$ cat src/rtl/noc_pkg.sv
// Shared types for the response egress path: byte classification and the
// input-side packet assembly states.
package noc_pkg;

  typedef enum logic [1:0] {BC_CMD, BC_DATA, BC_NOP} byte_class_e;

  typedef enum logic [1:0] {IDLE, COLLECT, DROP} in_state_e;

  localparam logic [8:0] NOP_BYTE = 9'h100;

  function automatic byte_class_e classify(input logic ctl, input logic [7:0] data);
    if (!ctl) return BC_DATA;
    if ({ctl, data} == NOP_BYTE) return BC_NOP;
    return BC_CMD;
  endfunction

endpackage

$ cat src/rtl/noc_egress_ram.sv
// Byte store for the egress buffer: {ctl,data} per entry plus an end-of-packet
// flag that can be set after the fact when the packet is committed.
module noc_egress_ram #(
  parameter int DEPTH = 64,
  parameter int AW    = $clog2(DEPTH)
) (
  input  logic          clk,
  input  logic          wr_en_i,
  input  logic [AW-1:0] wr_addr_i,
  input  logic [8:0]    wr_data_i,
  input  logic          eop_en_i,
  input  logic [AW-1:0] eop_addr_i,
  input  logic [AW-1:0] rd_addr_i,
  output logic [8:0]    rd_data_o,
  output logic          rd_eop_o
);

  logic [8:0] mem_q [DEPTH];
  logic       eop_q [DEPTH];

  // NOTE: the arrays carry no reset; the pointers alone decide which entries
  // are meaningful, so stale contents are never observed.
  always_ff @(posedge clk) begin
    if (wr_en_i) begin
      mem_q[wr_addr_i] <= wr_data_i;
      eop_q[wr_addr_i] <= 1'b0;
    end
    // Commit marks the previous entry, never the one being written this cycle.
    if (eop_en_i) begin
      eop_q[eop_addr_i] <= 1'b1;
    end
  end

  assign rd_data_o = mem_q[rd_addr_i];
  assign rd_eop_o  = eop_q[rd_addr_i];

endmodule

$ cat src/rtl/noc_resp_egress.sv
// Store-and-forward egress buffer: assembles whole response packets from the
// switch byte stream and exposes only committed packets over valid/ready.
module noc_resp_egress
  import noc_pkg::*;
#(
  parameter int DEPTH = 64,
  parameter int AW    = $clog2(DEPTH),
  parameter int CNTW  = 16
) (
  input  logic            clk,
  input  logic            reset,
  input  logic            in_ctl,
  input  logic [7:0]      in_data,
  output logic            out_valid,
  input  logic            out_ready,
  output logic            out_ctl,
  output logic [7:0]      out_data,
  output logic            out_sop,
  output logic            out_eop,
  output logic [CNTW-1:0] pkt_count,
  output logic [CNTW-1:0] drop_count,
  output logic [AW:0]     level
);

  localparam logic [AW:0]   PTR_ONE  = 1;
  localparam logic [AW-1:0] IDX_ONE  = 1;
  localparam logic [AW:0]   PTR_FULL = (AW+1)'(DEPTH);

  in_state_e       state_q, state_d;
  logic [AW:0]     wr_ptr_q, wr_ptr_d;
  logic [AW:0]     cmt_ptr_q, cmt_ptr_d;
  logic [AW:0]     rd_ptr_q, rd_ptr_d;
  logic [CNTW-1:0] pkt_count_q, pkt_count_d;
  logic [CNTW-1:0] drop_count_q, drop_count_d;

  byte_class_e     bc;
  logic [AW:0]     used;
  logic            has_space;
  logic            wr_en, eop_en, drop_inc, rd_fire;
  logic [8:0]      rd_data;
  logic            rd_eop;

  // Space is judged on pre-cycle pointers; a same-cycle read frees nothing.
  assign used      = wr_ptr_q - rd_ptr_q;
  assign has_space = (used != PTR_FULL);
  assign bc        = classify(in_ctl, in_data);

  // NOTE: every always_comb output gets a default first so no path leaves a
  // signal unassigned (which would infer a latch).
  always_comb begin
    state_d   = state_q;
    wr_ptr_d  = wr_ptr_q;
    cmt_ptr_d = cmt_ptr_q;
    wr_en     = 1'b0;
    eop_en    = 1'b0;
    drop_inc  = 1'b0;
    unique case (state_q)
      IDLE, DROP: begin
        unique case (bc)
          BC_CMD: begin
            if (has_space) begin
              wr_en    = 1'b1;
              wr_ptr_d = wr_ptr_q + PTR_ONE;
              state_d  = COLLECT;
            end else begin
              drop_inc = 1'b1;
              state_d  = DROP;
            end
          end
          BC_DATA: drop_inc = (state_q == IDLE);
          BC_NOP:  state_d  = IDLE;
          default: ;
        endcase
      end
      COLLECT: begin
        unique case (bc)
          BC_DATA: begin
            if (has_space) begin
              wr_en    = 1'b1;
              wr_ptr_d = wr_ptr_q + PTR_ONE;
            end else begin
              wr_ptr_d = cmt_ptr_q;
              drop_inc = 1'b1;
              state_d  = DROP;
            end
          end
          BC_NOP: begin
            eop_en    = 1'b1;
            cmt_ptr_d = wr_ptr_q;
            state_d   = IDLE;
          end
          BC_CMD: begin
            eop_en    = 1'b1;
            cmt_ptr_d = wr_ptr_q;
            if (has_space) begin
              wr_en    = 1'b1;
              wr_ptr_d = wr_ptr_q + PTR_ONE;
            end else begin
              drop_inc = 1'b1;
              state_d  = DROP;
            end
          end
          default: ;
        endcase
      end
      default: state_d = IDLE;
    endcase
  end

  noc_egress_ram #(.DEPTH(DEPTH), .AW(AW)) u_ram (
    .clk        (clk),
    .wr_en_i    (wr_en),
    .wr_addr_i  (wr_ptr_q[AW-1:0]),
    .wr_data_i  ({in_ctl, in_data}),
    .eop_en_i   (eop_en),
    .eop_addr_i (wr_ptr_q[AW-1:0] - IDX_ONE),
    .rd_addr_i  (rd_ptr_q[AW-1:0]),
    .rd_data_o  (rd_data),
    .rd_eop_o   (rd_eop)
  );

  assign out_valid = (rd_ptr_q != cmt_ptr_q);
  assign out_ctl   = out_valid ? rd_data[8]   : 1'b0;
  assign out_data  = out_valid ? rd_data[7:0] : 8'h00;
  assign out_sop   = out_ctl & (out_data != 8'h00);
  assign out_eop   = out_valid & rd_eop;
  assign rd_fire   = out_valid & out_ready;

  always_comb begin
    rd_ptr_d     = rd_fire ? rd_ptr_q + PTR_ONE : rd_ptr_q;
    pkt_count_d  = (rd_fire && out_eop) ? pkt_count_q + 1'b1 : pkt_count_q;
    drop_count_d = (drop_inc && (drop_count_q != '1)) ? drop_count_q + 1'b1 : drop_count_q;
  end

  // NOTE: sequential state uses non-blocking assignments only, so every
  // register samples its pre-edge inputs regardless of statement order.
  always_ff @(posedge clk) begin
    if (reset) begin
      state_q      <= IDLE;
      wr_ptr_q     <= '0;
      cmt_ptr_q    <= '0;
      rd_ptr_q     <= '0;
      pkt_count_q  <= '0;
      drop_count_q <= '0;
    end else begin
      state_q      <= state_d;
      wr_ptr_q     <= wr_ptr_d;
      cmt_ptr_q    <= cmt_ptr_d;
      rd_ptr_q     <= rd_ptr_d;
      pkt_count_q  <= pkt_count_d;
      drop_count_q <= drop_count_d;
    end
  end

  assign pkt_count  = pkt_count_q;
  assign drop_count = drop_count_q;
  assign level      = cmt_ptr_q - rd_ptr_q;

endmodule

$ cat config.mk
export PLATFORM = sky130hd
export DESIGN_NAME = noc_resp_egress
export DESIGN_NICKNAME = d
export VERILOG_FILES = /design/src/rtl/noc_pkg.sv /design/src/rtl/noc_egress_ram.sv /design/src/rtl/noc_resp_egress.sv
export SDC_FILE = /design/constraint.sdc
export NUM_CORES = 1
export LEC_CHECK = 0
export BUFFER_PORTS_ARGS = -buffer_cell sky130_fd_sc_hd__buf_4
export CAP_MARGIN = 30
export CORE_ASPECT_RATIO = 1.4
export CORE_UTILIZATION = 56
export CTS_CLUSTER_DIAMETER = 80
export CTS_CLUSTER_SIZE = 25
export DETAILED_ROUTE_END_ITERATION = 6
export MAX_ROUTING_LAYER = met4
export PLACE_DENSITY_LB_ADDON = 0.12
export SLEW_MARGIN = 10
export SYNTH_ARGS = -nofsm -noshare
export SYNTH_HDL_FRONTEND = slang
export SYNTH_SLANG_ARGS = --single-unit
$ cat constraint.sdc
create_clock -name clk -period 3.8 [get_ports clk]
set_input_delay 1.14 -clock clk [delete_from_list [all_inputs] [get_ports clk]]
set_output_delay 1.14 -clock clk [all_outputs]
set_load 0.02 [all_outputs]
After elaboration in Yosys (flattened, before gate mapping). Memories as Yosys holds them, arrays and structs flattened. A register that Yosys moved wholly into a read port is not among the register bits. Cells that the tools add are included.

Memories: 2. Register bits after elaboration: 55. ROM bits: 0. Bits of input ports: 12. Bits in latches: 0. Memory bits (writable): 640. Output and inout port bits: 51.

Memories: u_ram.mem_q (depth 64, width 9, read ports 1, clocked after memory_dff 1, write ports 1, RTL line noc_egress_ram.sv:18) `logic [8:0] mem_q [DEPTH];`; u_ram.eop_q (depth 64, width 1, read ports 1, clocked after memory_dff 1, write ports 2, RTL line noc_egress_ram.sv:19) `logic eop_q [DEPTH];`.

Bitwise gates (word level): 3. Shift operators: 0. Muxes and demuxes: 36. Reduce and logical (&&, ||, !) cells: 12. Eq/ne operators: 13. Add/subtract/negate cells: 7. Divide/modulo/power cells: 0. Magnitude comparators: 0. Multiply operators: 0.

Operator list (number): 16-bit by 1-bit adder with 16-bit output (second input constant) (2); 7-bit case mux with 2 select lines (2); 6-bit two-way mux (4); 7-bit two-way mux (3); 16-bit != test (second input constant) (1); 7-bit by 1-bit adder with 7-bit output (second input constant) (2); 1-bit two-way mux (14); 7-bit subtractor (2); 2-bit two-way mux (6); 2-bit case mux with 2 select lines (3); 9-bit == test (second input constant) (1); 8-bit two-way mux (1); 8-bit nonzero test (1); 7-bit != test (1); 7-bit != test (second input constant) (1); 3-bit by 2-bit != test with 1-bit output (second input constant) (2); 3-bit != test (second input constant) (2); 1-bit case mux with 2 select lines (3); 3-bit AND reduction (2); 2-bit OR reduction (3); 6-bit by 1-bit subtractor with 6-bit output (second input constant) (1); 2-bit by 1-bit == test with 1-bit output (second input constant) (2); 2-bit == test (second input constant) (2); 2-bit zero test (2); 5 further kinds (8).

Depth between registers and ports, before layout. Gate-level depths: netlist of the first run.

Depth after elaboration: 11. Gate-level depth with buffers: 14. Gate-level depth less buffers: 11.

Hierarchy. Synthesis of the first run repeated with hierarchy kept, for this count alone.

Cells, all modules: 1700. Area, all modules: 28335.9 um2.

Modules (own cells, without submodules): noc_egress_ram (area each 24910.1 um2, times used 1, cells each 1286, seq. area each 18577.8 um2); noc_resp_egress (area each 3425.8 um2, times used 1, cells each 414, seq. area each 1101.1 um2).

Least setup slack after synthesis of the first run. No wires, ideal clock.

Path type: register -> output. Start point: register with a tool-made name. End point: output port out_sop. Data required time: 2.660 ns. Slack: -0.540 ns. Cell stages (with the launch flop): 10. Buffers on the path: 3. Data arrival time: 3.200 ns. Path through: dfxtp_1 > buf_2 > buf_1 > clkbuf_1 > mux4_2 > mux4_2 > a32oi_1 > o21ai_0 > nor4_1 > a31oi_1.

RTL lines: to (decl) (RTL line noc_resp_egress.sv:18) `output logic out_sop,`.

==> results of run 1 <==
-- cells in the mapped netlist, types with 6 or more instances --
| cell type | count | area share, % |
|---|---|---|
| a211oi_1 | 8 | 0.21 |
| a21oi_1 | 38 | 0.67 |
| a221oi_1 | 8 | 0.25 |
| a22oi_1 | 7 | 0.19 |
| a31oi_1 | 9 | 0.20 |
| and3_1 | 9 | 0.20 |
| buf_1 | 11 | 0.15 |
| buf_2 | 15 | 0.27 |
| clkbuf_1 | 68 | 0.90 |
| dfxtp_1 | 125 | 8.9 |
| edfxtp_1 | 576 | 61 |
| ha_1 | 17 | 0.75 |
| inv_1 | 32 | 0.43 |
| mux2i_1 | 34 | 1.2 |
| mux4_2 | 178 | 14 |
| nand2_1 | 56 | 0.74 |
| nand2b_1 | 10 | 0.22 |
| nand3_1 | 44 | 0.78 |
| nand4_1 | 9 | 0.20 |
| nor2_1 | 134 | 1.8 |
| nor2b_1 | 11 | 0.24 |
| nor3_1 | 10 | 0.18 |
| o211ai_1 | 9 | 0.24 |
| o21ai_0 | 152 | 2.7 |
| o22ai_1 | 8 | 0.18 |
| o31ai_1 | 6 | 0.16 |
| or3_1 | 11 | 0.24 |
| or4_1 | 6 | 0.16 |
| xnor2_1 | 12 | 0.37 |
| xor2_1 | 22 | 0.68 |
-- metrics by stage --
| step | TNS [ps] | std cells | hold WS (ps) |
|---|---|---|---|
| after floorplan | 0 | 1685 | 426 |
| after global placement | -14310 | 2472 | 445 |
| after detailed placement | -4900 | 2490 | 457 |
| after CTS | -4640 | 2578 | 470 |
| after global routing | -5210 | 2595 | 486 |
| final | -4460 | 2595 | 482 |
-- path summary, 6_finish.rpt --
| check | from | endpoint | slack, ps |
|---|---|---|---|
| hold reg to reg | u_ram.eop_q[54] | u_ram.eop_q[54] | 480 |
| hold / removal | u_ram.eop_q[54] | u_ram.eop_q[54] | 480 |
| setup / recovery | flop | out_sop | -650 |
| setup reg to reg | rd_ptr_q[1] | drop_count[14] | 270 |
-- worst min-delay path, stage by stage, from the launching register on --
cell and delay, ps:
dfxtp_1 330, inv_1 50, o22ai_1 50
-- what timing repair did --
item                                    in CTS  in global routing
resized for setup                           80                 44
cloned                                       6                  0
setup buffers                               36                  7
endpoints found under the setup margin      12                 19
pin swaps                                   16                  8
-- layout make-up --
class                   count  area (um^2)  area share [%]
well taps                 643          805            2.43
clock inverters             3         32.5          0.0981
repair buffers            314         3170            9.55
flip-flops and latches    701        19800            59.8
diodes                      1         2.50         0.00755
multi-input cells         850         8230            24.8
clock buffers              48          967            2.92
inverters                  35          136           0.411
-- power groups by stage --
stage | combinational (W) | clock (W) | sequential, W
finish | 0.00172 | 0.00412 | 0.00855
global route | 0.00183 | 0.00442 | 0.00856
CTS | 0.00169 | 0.00417 | 0.00854
detailed placement | 0.00149 | 0 | 0.00873
global placement | 0.00146 | 0 | 0.00872
floorplan | 0.000856 | 0 | 0.00868
-- kinds of logic (layout without fill, tap and decap cells) --
kind of cell / Yosys count / count (layout) / share of synthesized area, %
adders and majority gates: 18 / 18 / 0.824
muxes: 216 / 216 / 15.6
buffers and inverters: 134 / 400 / 1.97
and+or+nand+nor: 319 / 319 / 5.21
other: 0 / 1 / 0
DFF: 701 / 701 / 70.1
xor gates and xnor gates: 34 / 34 / 1.05
AOI/OAI and AO/OA: 263 / 263 / 5.33
-- layer usage --
metal | global-route usage [%] | vias to the layer above
met5 | - | -
met3 | 2.96 | 137
met2 | 51.1 | 730
li1 | - | 7135
met1 | 38.7 | 8532
met4 | 8.75 | 0
-- cell usage in the layout (no fill, tap or decap), drive strengths merged, types with 33 or more instances in the layout --
cell	instances
a21oi	38
buf	313
clkbuf	48
dfxtp	125
edfxtp	576
inv	33
mux2i	34
mux4	178
nand2	56
nand3	44
nor2	134
o21ai	153
-- sequential cells by signal, summed over array words and instances (netlist names), named ones only --
signal,count
state_q,2
rd_ptr_q,7
wr_ptr_q,7
pkt_count,16
u_ram.mem_q,576
cmt_ptr_q,7
u_ram.eop_q,64
drop_count,16
==> results, run 1 <==
- The die is 192 um wide.
- The core region area is 49900 um^2.
- Entering global routing, the biggest net connects 77 pins.
- The number of hold violations in the final report came to 0.
- The master of the slowest instance on the critical path is mux4_2.
- Counting flops and latches in the post-synthesis netlist gives 701.
- The die footprint is 51400 um^2.
- The maximum root-to-sink buffer count is 3.
- The number of cell instances on the worst register-to-register path is 13.
- After clock tree synthesis, the flow added hold-fix buffers numbering 0.
- The pre-antenna-repair detailed-routing pass consisted of 5 iterations.
- The cell area that synthesis handed to floorplanning was 28300 um^2.
- The via count of the routed design is 16.5k.
- The die height is 268 um.
- Dividing the synthesized area by the synthesized cell count gives 16.8 um^2.
- The met1 layer wirelength in the final routing is 27800 um.
- Yosys printed 0 warnings.
- The power density over the cells is 434 nW/um^2.
- The critical path is of the flop to primary output type.
- The critical path goes through buf_12 > buf_4 > buf_12 > buf_8 > mux4_2 > mux4_2 > mux4_2 > nand2_4 > a31oi_2 > buf_4.
- In this design, the critical path's most frequently occurring cell is mux4_2.
- At the worst endpoint, the required time is 2660 ps.
- Timing analysis after detailed placement gives a worst setup slack of -204 ps.
- The global placement routability congestion is 0.949.
- Setup violations remaining at the end of the flow were counted as 11.
- The data arrival time of the critical path is 3310 ps.
- The area growth from synthesis to layout is 17.3%.
- The relative contribution of sequential cells to total power is 59.4%.
- The total count of max-transition violations in the final report was 0.
- The detailed placement HPWL is 48500 um.
- The H-tree was split into 2 levels.
- The maximum clock rate is 0.225 GHz.
- After detailed routing, the number of vias per cell comes to 6.37.
- The wire length on met3 is 4930 um.
- The first global-routing pass estimated 108000 um of wire.
- The slack of the critical path is -648 ps.
- The global routing usage summed across all routing layers is 30.1%.
- The combinational cell fraction of total power is 12.0%.
- Once placement finished, the instance area stood at 31100 um^2.
- The number of antenna violations at the first check in global routing is 1.
- The routed length on met2 is 38000 um.
- The remaining number of nets flagged by the antenna check after routing is 0.
- The routed design has 73200 um of wire.
- The final reports fail on negative setup slack.
- The final cell utilization of the core is 66.5%.
- The worst-case IR drop observed on VDD is 0.413 mV.
- For this run, the leading register cell type out of synthesis is edfxtp_1.
- The starting DRC count in detailed routing is 1812.
- The post-route netlist has 30.9% of its cells at a drive strength greater than 1.
- In the routed design, unresolved DRC markers number 0.
- The number of buffers and inverters on the critical path is 5.
- Summing all non-filler instances in the final layout gives an area of 33200 um^2.
- The completed layout was analyzed and its total power is 0.0144 W.
- The flow ran to the end, but the final reports show violations.
- The slew at the pin closest to its max-slew limit is 990 ps.
- Global routing finished with a remaining overflow of 0.
- The switching power summed over all nets is 0.00335 W.
- The internal power of the cells totals 0.0110 W.
- The synthesized design contains 576 enable-type register cells.
- For the final database, setup skew stands at 22.3 ps.
- The path class of the tightest hold or removal check is flop to flop.
- At the later pin of the worst-skew pair, clock insertion delay measures 560 ps.
- The launching element type of the critical path is a flop.
- The number of nets handed over by synthesis was 1715.
- The via count of the first global-routing pass is 16.4k.
- The post-layout minimum cycle time is 4450 ps.
- Grouping stages by cell kind, the critical path spends the most delay in multiplexers.
- The number of port buffers is 62.
- Summing the sequential cell areas from Yosys gives 70.1% of the chip area.
- The highest layer touched by signal routing is met4.
- After detailed routing, the average wire length per cell comes to 28.2 um.
- Summed over all cells, the static leakage comes to 10.8 nW.
- The final critical path takes up 117% of the cycle.
- The clock-pin slew on the worst setup and hold paths is 100 ps.
- The initial utilization of the core area, before any placement, comes to 56.6%.
- The switching power share of the total is 23.3%.
- The highest cell delay on the worst timing path is 510 ps.
- The maximum net fanout on the critical path is 7.
- Clock tree synthesis selected as its root buffer the cell clkbuf_16.
- After synthesis, the share of flip-flops with an asynchronous set or reset is 0%.
- The TritonCTS clock tree is done.
- The number of top-level design ports is 63.
- Setup repair after global routing could not meet its margin everywhere.
- The max-slew headroom at the worst pin is 33.8%.
- The cell count after synthesis is 1685.
- The number of placement rows is 97.
- The tool flagged a number of max-cap violations equal to 0.
- The worst hold path was traced through 2 stages.
- The clock net in this run drives a total of 701 sinks.
- The final layout contains 1966 nets.
- The clock buffer count from CTS is 34.
- After synthesis, the netlist uses 55 different library cells.
- The part of the total power dissipated in the clock network is 28.6%.
- The critical path runs through a total of 10 cells.
- The worst setup path is captured at a primary output.
- The filler cells instantiated in the layout total 3405.
No activity file was read; power rests on OpenSTA's default activity.
==> inputs of run 2 (changes only) <==
--- a/config.mk
+++ b/config.mk
@@ -14,6 +14,7 @@
 export DETAILED_ROUTE_END_ITERATION = 6
 export MAX_ROUTING_LAYER = met4
 export PLACE_DENSITY_LB_ADDON = 0.12
+export SETUP_SLACK_MARGIN = 0.02
 export SLEW_MARGIN = 10
 export SYNTH_ARGS = -nofsm -noshare
 export SYNTH_HDL_FRONTEND = slang
==> results, run 2 (synthesis results as in run 1) <==
- The global-route wire length before repair is 109000 um (was 108000 um).
- The worst endpoint required time is 2660 ps (about the same).
- The clock-pin slew on the worst setup and hold paths is 100 ps (about the same).
- The max-slew headroom at the worst pin was 35.0% (was 33.8%).
- The launch instance of the worst min-delay path is u_ram.eop_q[54] (unchanged).
- The launching element type of the critical path was a flop (unchanged).
- The total number of H-tree levels came to 2 (unchanged).
- The core region area came to 49900 um^2 (unchanged).
- The cell at the root of the clock tree is clkbuf_16 (unchanged).
- The leading cell type in the layout, fill and taps excluded is edfxtp_1 (unchanged).
- The maximum clock rate is 0.221 GHz (was 0.225 GHz).
- The die footprint is 51400 um^2 (unchanged).
- The detailed-route DRC error count is 0 (unchanged).
- The slack of the worst reg-to-reg path was 240 ps (was 270 ps).
- Commonest cells after routing, fill and taps aside: edfxtp_1, buf_4, mux4_2 (unchanged).
- The maximum net fanout on the critical path came to 7 (unchanged).
- The number of port buffers is 62 (unchanged).
- The clock buffer count from CTS came to 35 (was 34).
- The total chip power came to 0.0145 W (was 0.0144 W).
- The leakage power is 10.8 nW (about the same).
- The global routing usage summed across all routing layers is 30.6% (was 30.1%).
- The maximum VDD drop was 0.390 mV (was 0.413 mV).
- The top register by number of flip-flops is u_ram.mem_q (unchanged).
- The number of vias per cell after detailed routing came to 6.42 (was 6.37).
- The path type of the worst min-delay path is flop to flop (unchanged).
- The flip-flop count of the largest register, all copies and words added is 576 (unchanged).
- The number of placement rows came to 97 (unchanged).
- The sum of overflow across all layers after global routing came to 0 (unchanged).
- The remaining number of nets flagged by the antenna check after routing is 0 (unchanged).
- The slack of the critical path is -715 ps (was -648 ps).
- The number of cells on the worst hold path came to 2 (unchanged).
- The antenna diode count is 0 (was 1).
- The final-report setup violation count is 11 (unchanged).
- The area growth from synthesis to final layout is 17.1% (was 17.3%).
- The number of antenna violations at the first check in global routing is 0 (was 1).
- The via count of the routed design is 16.7k (was 16.5k).
- Violated checks: negative setup slack (unchanged).
- The starting DRC count in detailed routing came to 1702 (was 1812).
- The total detailed-routing wirelength is 74100 um (was 73200 um).
- The total count of max-transition violations in the final report is 0 (unchanged).
- The reg-to-reg critical path endpoint was drop_count[14] (unchanged).
- The layout cell share with drive strength beyond 1 came to 30.7% (was 30.9%).
- The TritonCTS clock tree is done (unchanged).
- The number of sinks driven by the clock tree came to 701 (unchanged).
- The length of the first detailed-routing pass in iterations is 5 (unchanged).
- The slew at the pin closest to its max-slew limit is 971 ps (was 990 ps).
- The die width is 192 um (unchanged).
- The pin count of the biggest net entering global routing is 66 (was 77).
- The maximum root-to-sink buffer count was 3 (unchanged).
- The final hold slack is 478 ps (was 482 ps).
- The number of top-level design ports is 63 (unchanged).
- The number of hold violations in the final report is 0 (unchanged).
- The die height was 268 um (unchanged).
- The global placement routability congestion is 0.914 (was 0.949).
- The via count of the first global-routing pass was 16.6k (was 16.4k).
- The data arrival time of the critical path is 3370 ps (was 3310 ps).
- The number of cell instances on the worst register-to-register path is 13 (unchanged).
- The kind of end point of the critical path is a primary output (unchanged).
- Run status: finished, violations left (unchanged).
- Leading registers by flop count: u_ram.mem_q (576), u_ram.eop_q (64) (unchanged).
- The power density over the cells came to 439 nW/um^2 (was 434 nW/um^2).
- The detailed placement HPWL was 48500 um (about the same).
- The final cell utilization of the core is 66.3% (was 66.5%).
- The launch point of the worst reg-to-reg path is rd_ptr_q[1] (unchanged).
- The max capacitance violation total came to 0 (unchanged).
- The end point of the worst hold path was u_ram.eop_q[54] (unchanged).
- The post-layout minimum cycle time is 4510 ps (was 4450 ps).
- The routed wire length per instance came to 28.5 um (was 28.2 um).
- The source-to-sink clock delay at the later pin of the worst-skew pair was 560 ps (about the same).
- The starting density of the core is 56.6% (unchanged).
- The post-route fraction of the period consumed by the critical path was 119% (was 117%).
- Unrepaired setup endpoints after global routing: yes (unchanged).
- The path type of the worst setup path is flop to primary output (unchanged).
- The maximum clock skew at final layout came to 26.9 ps (was 22.3 ps).
- The number of nets in the final layout was 1971 (was 1966).
run 2: changes by cell type in the layout (fill, tap and decap cells not counted), moves of 3 or more:
cell / previous run / this run
buf_8: 6 / 3
buf_4: 228 / 245
buf_12: 43 / 35
dfxtp_1: 118 / 121
a221oi_1: 2 / 6
buf_6: 32 / 23
buf_16: 4 / 10
run 2: timing repair:
item / 4_1_cts / 5_1_grt
cloned: 8 / 1
buffers inserted: 40 / 15
pin swaps: 18 / 12
hold buffers: 0 / 0
setup endpoints to repair: 13 / 199
resized for setup: 81 / 26
run 2: cell type report:
| cell class | count | area [um^2] |
|---|---|---|
| Sequential cell | 701 | 19800 |
| Fill cell | 3413 | 16800 |
| Multi-Input combinational cell | 850 | 8160 |
| Timing Repair Buffer | 318 | 3150 |
| Clock buffer | 48 | 967 |
| Tap cell | 643 | 805 |
| Inverter | 35 | 131 |
| Clock inverter | 6 | 57.6 |
run 2: worst max-delay path by stage:
| stage | from | to | slack, ps | cells past startpoint |
|---|---|---|---|---|
| after floorplan | rd_ptr_q[4] | out_sop | 30 | 12 |
| after global placement | cmt_ptr_q[0] | out_sop | -340 | 13 |
| after detailed placement | cmt_ptr_q[0] | out_sop | -400 | 13 |
| after CTS | flop | out_sop | -660 | 10 |
| after global routing | flop | out_sop | -780 | 14 |
| final | flop | out_sop | -710 | 10 |
run 2: through the flow:
step | instances | setup TNS, ps | worst slack, ps | area [um^2]
2_1_floorplan | 1685 | 0 | 27.3 | 28300
3_3_place_gp | 2476 | -630 | -343 | 30900
3_5_place_dp | 2482 | -1730 | -401 | 31000
4_1_cts | 2579 | -4510 | -664 | 32900
5_1_grt | 2601 | -5640 | -778 | 33100
6_report | 2601 | -4880 | -715 | 33100
run 2: where the power goes:
| group | switching, W | total, W | internal, W |
|---|---|---|---|
| Sequential | 0.0000758 | 0.00854 | 0.00846 |
| Combinational | 0.000982 | 0.00181 | 0.000827 |
| Clock | 0.00235 | 0.00418 | 0.00183 |
| Total | 0.00341 | 0.0145 | 0.0111 |
run 2: critical path: stages, from the launching register on:
cell	delay [ps]
dfxtp_4	380
buf_12	130
buf_12	120
buf_12	120
mux4_2	500
mux4_2	550
o2111ai_2	250
nand3_2	140
nor4_4	300
a31oi_2	140
buf_4	180
run 2: routing by layer:
metal	vias up	wire length (um)	track usage [%]
li1	7141	-	-
met1	8650	28400	38.9
met2	720	38000	50.6
met3	176	4520	2.93
met4	0	3290	13.0
met5	-	0	-
==> inputs of run 3 (changes only) <==
--- a/config.mk
+++ b/config.mk
@@ -18,4 +18,5 @@
 export SLEW_MARGIN = 10
 export SYNTH_ARGS = -nofsm -noshare
 export SYNTH_HDL_FRONTEND = slang
+export SYNTH_HIERARCHICAL = 1
 export SYNTH_SLANG_ARGS = --single-unit
==> results, run 3 <==
- The end point of the worst hold path is u_ram/eop_q[4] (was u_ram.eop_q[54]).
- The leading register cell type out of synthesis is edfxtp_1 (unchanged).
- The post-synthesis async set-or-reset flop share was 0% (unchanged).
- The reg-to-reg critical path endpoint is u_ram/mem_q[13][5] (was drop_count[14]).
- The switching power summed over all nets is 0.00442 W (was 0.00341 W).
- The cell at the root of the clock tree was clkbuf_16 (unchanged).
- The number of cells on the worst hold path is 2 (unchanged).
- The flip-flop count of the largest register, all copies and words added is 576 (unchanged).
- The maximum VDD drop is 0.412 mV (was 0.390 mV).
- The synthesized flop and latch total is 695 (was 701).
- The final-report setup violation count is 13 (was 11).
- The clock buffer count from CTS came to 31 (was 35).
- The post-route fraction of the period consumed by the critical path was 116% (was 119%).
- The slew at the pin closest to its max-slew limit was 1070 ps (was 971 ps).
- Leading registers by flop count: u_ram/mem_q (576), u_ram/eop_q (64) (was u_ram.mem_q (576), u_ram.eop_q (64)).
- The kind of end point of the critical path is a primary output (unchanged).
- The yosys synthesis warning count is 6 (was 0).
- Unrepaired setup endpoints after global routing: yes (unchanged).
- The launch point of the worst reg-to-reg path is rd_ptr_q[0] (was rd_ptr_q[1]).
- The path type of the worst setup path is flop to primary output (unchanged).
- The total standard cell area after synthesis is 28300 um^2 (about the same).
- The master of the slowest instance on the critical path is mux4_2 (unchanged).
- The top register by number of flip-flops is u_ram/mem_q (was u_ram.mem_q).
- The number of hold violations in the final report is 0 (unchanged).
- The cell count after synthesis is 1700 (was 1685).
- The layout cell share with drive strength beyond 1 is 33.5% (was 30.7%).
- The number of sinks driven by the clock tree is 695 (was 701).
- The combinational cell fraction of total power is 23.5% (was 12.5%).
- The global routing usage summed across all routing layers was 29.8% (was 30.6%).
- The number of top-level design ports is 63 (unchanged).
- The path type of the worst min-delay path is flop to flop (unchanged).
- The relative contribution of sequential cells to total power came to 53.6% (was 58.7%).
- The via count of the routed design is 16.8k (was 16.7k).
- The die footprint is 51500 um^2 (was 51400 um^2).
- The TritonCTS clock tree is done (unchanged).
- The total count of max-transition violations in the final report is 0 (unchanged).
- The highest cell delay on the worst timing path is 510 ps (was 550 ps).
- The pre-CTS setup slack came to -258 ps (was -401 ps).
- The slack of the critical path came to -626 ps (was -715 ps).
- The critical path starts at rd_ptr_q[0].
- The launching element type of the critical path is a flop (unchanged).
- The total detailed-routing wirelength is 72700 um (was 74100 um).
- The internal power is 0.0120 W (was 0.0111 W).
- The data arrival time of the critical path is 3290 ps (was 3370 ps).
- The length of the first detailed-routing pass in iterations is 5 (unchanged).
- The slack of the worst reg-to-reg path came to 120 ps (was 240 ps).
- The number of nets in the final layout came to 1969 (was 1971).
- The via count of the first global-routing pass came to 16.8k (was 16.6k).
- The number of cell instances on the worst register-to-register path is 13 (unchanged).
- The maximum clock skew at final layout came to 15.1 ps (was 26.9 ps).
- The leading cell type in the layout, fill and taps excluded is edfxtp_1 (unchanged).
- Cell-by-cell listing of the critical path: buf_12 > buf_6 > mux4_2 > mux4_2 > nand2b_4 > a32o_2 > nor4_4 > a21boi_2 > buf_6 (was buf_12 > buf_12 > buf_12 > mux4_2 > mux4_2 > o2111ai_2 > nand3_2 > nor4_4 > a31oi_2 > buf_4).
- The number of nets produced by synthesis is 1730 (was 1715).
- The number of port buffers is 62 (unchanged).
- The area growth from synthesis to final layout is 17.3% (was 17.1%).
- The maximum root-to-sink buffer count is 3 (unchanged).
- The total number of H-tree levels is 1 (was 2).
- Ranking of synthesized cells by instance count: edfxtp_1, mux4_2, o21ai_0 (unchanged).
- The die width is 192 um (about the same).
- The pin count of the biggest net entering global routing was 65 (was 66).
- The max-slew headroom at the worst pin is 28.7% (was 35.0%).
- The max capacitance violation total is 0 (unchanged).
- The starting density of the core is 56.7% (was 56.6%).
- The post-layout minimum cycle time is 4430 ps (was 4510 ps).
- The starting DRC count in detailed routing is 1612 (was 1702).
- The number of vias per cell after detailed routing is 6.47 (was 6.42).
- The worst endpoint required time is 2660 ps (about the same).
- The cell with the most instances after synthesis is edfxtp_1 (unchanged).
- Run status: finished, violations left (unchanged).
- The area share of the leading cell type in the synthesized netlist is 61.0% (was 61.2%).
- The average footprint of a synthesized cell is 16.7 um^2 (was 16.8 um^2).
- The global-route wire length before repair is 108000 um (was 109000 um).
- The source-to-sink clock delay at the later pin of the worst-skew pair came to 620 ps (was 560 ps).
- The routed wire length per instance is 28.1 um (was 28.5 um).
- The core region area is 50000 um^2 (was 49900 um^2).
- The detailed-route DRC error count is 0 (unchanged).
- The largest area contributor in the synthesized netlist is edfxtp_1 (unchanged).
- Commonest cells after routing, fill and taps aside: edfxtp_1, buf_4, mux4_2 (unchanged).
- The fill cell instance count of the final layout was 3437 (was 3413).
- The clock-pin slew on the worst setup and hold paths came to 100 ps (about the same).
- The switching power share of the total was 26.9% (was 23.5%).
- The maximum net fanout on the critical path is 6 (was 7).
- The count of cell types in the netlist is 64 (was 55).
- The number of enable-type register cells in the synthesized netlist is 576 (unchanged).
- Violated checks: negative setup slack (unchanged).
- Area contributors post-synth: edfxtp_1, mux4_2, dfxtp_1 (unchanged).
- The share of the yosys chip area belonging to registers is 69.4% (was 70.1%).
- The final hold slack is 483 ps (was 478 ps).
- The detailed placement HPWL came to 48000 um (was 48500 um).
- The maximum clock rate is 0.226 GHz (was 0.221 GHz).
- The number of placement rows is 97 (unchanged).
- The global placement routability congestion was 0.910 (was 0.914).
- The antenna diode count is 0 (unchanged).
- The number of antenna violations at the first check in global routing is 0 (unchanged).
- The die height was 268 um (about the same).
- The sum of overflow across all layers after global routing is 0 (unchanged).
- The remaining number of nets flagged by the antenna check after routing is 0 (unchanged).
- The leakage power is 10.6 nW (was 10.8 nW).
- The power density over the cells is 494 nW/um^2 (was 439 nW/um^2).
- The part of the total power dissipated in the clock network is 22.9% (was 28.8%).
- The launch instance of the worst min-delay path is u_ram/eop_q[4] (was u_ram.eop_q[54]).
run 3: changes by cell type after synthesis, sizes merged, moves of 11 or more:
cell / previous run / this run
mux4: 178 / 161
o221ai: 0 / 15
a22oi: 7 / 20
inv: 33 / 20
nand3b: 1 / 14
nor2: 134 / 123
o21ai: 153 / 142
run 3: kinds of logic (layout without fill, tap and decap cells):
kind of cell    Yosys count  after routing  synth area share [%]
xor+xnor                 27             27                 0.835
mux                     199            199                  14.2
simple gates            358            358                  6.50
fa+ha+maj                18             18                 0.821
buf+inv                 119            367                  2.07
flops                   695            695                  69.4
compound gates          284            284                  6.15
run 3: routing by layer:
layer  GRT usage (%)  vias to the layer above  wire length [um]
met5               -                        -                 0
met4            9.94                        0              2430
met3            2.60                      112              4450
met2            50.9                      664             38300
met1            37.7                     8727             27500
li1                -                     7252                 -
run 3: how the worst max path moves through the flow:
stage                         end  slack [ps]  cells after the start
3_3_place_gp   u_ram/mem_q[45][8]        -350                      8
6_report                  out_sop        -630                      9
3_5_place_dp   u_ram/mem_q[32][6]        -260                      8
2_1_floorplan             out_sop         120                      9
4_1_cts                   out_sop        -620                     11
5_1_grt                   out_sop        -720                      9
run 3: worst max-delay path, delay by kind of cell, from the launching register on:
family,cells,cell delay [ps]
flops,1,390
mux,2,970
compound gates,2,430
simple gates,2,480
buf+inv,3,380
run 3: power by group through the flow:
| stage | clock, W | sequential (W) | combinational (W) |
|---|---|---|---|
| 6_report | 0.00376 | 0.00879 | 0.00386 |
| 5_1_grt | 0.00405 | 0.00883 | 0.00410 |
| 4_1_cts | 0.00381 | 0.00878 | 0.00366 |
| 3_5_place_dp | 0 | 0.00897 | 0.00320 |
| 3_3_place_gp | 0 | 0.00895 | 0.00316 |
| 2_1_floorplan | 0 | 0.00891 | 0.00196 |
run 3: cell type report:
cell class                 instances  area, um^2  share of cell area [%]
clock buffer                      41         835                    2.51
clock inverter                     1        8.76                  0.0263
inverter                          21        78.8                   0.237
multi-input combinational        886        8750                    26.3
sequential                       695       19700                    59.2
tap                              643         805                    2.42
timing repair buffer             304        3080                    9.27
run 3: timing repair:
action | in CTS | in global routing
hold buffers | 0 | 0
cloned | 9 | 1
resized for setup | 147 | 75
pin swaps | 23 | 33
endpoints found under the setup margin | 290 | 227
buffers inserted | 30 | 12
run 3: per-stage QoR:
step / area, um^2 / utilization, % / cells / setup TNS, ps / power, W
3_5_place_dp: 30800 / 61.7 / 2499 / -44690 / 0.0122
4_1_cts: 32800 / 65.6 / 2579 / -5390 / 0.0163
2_1_floorplan: 28300 / - / 1700 / 0 / 0.0109
5_1_grt: 33200 / 66.5 / 2591 / -6300 / 0.0170
6_report: 33200 / 66.5 / 2591 / -5160 / 0.0164
3_3_place_gp: 30800 / 61.6 / 2494 / -62900 / 0.0121
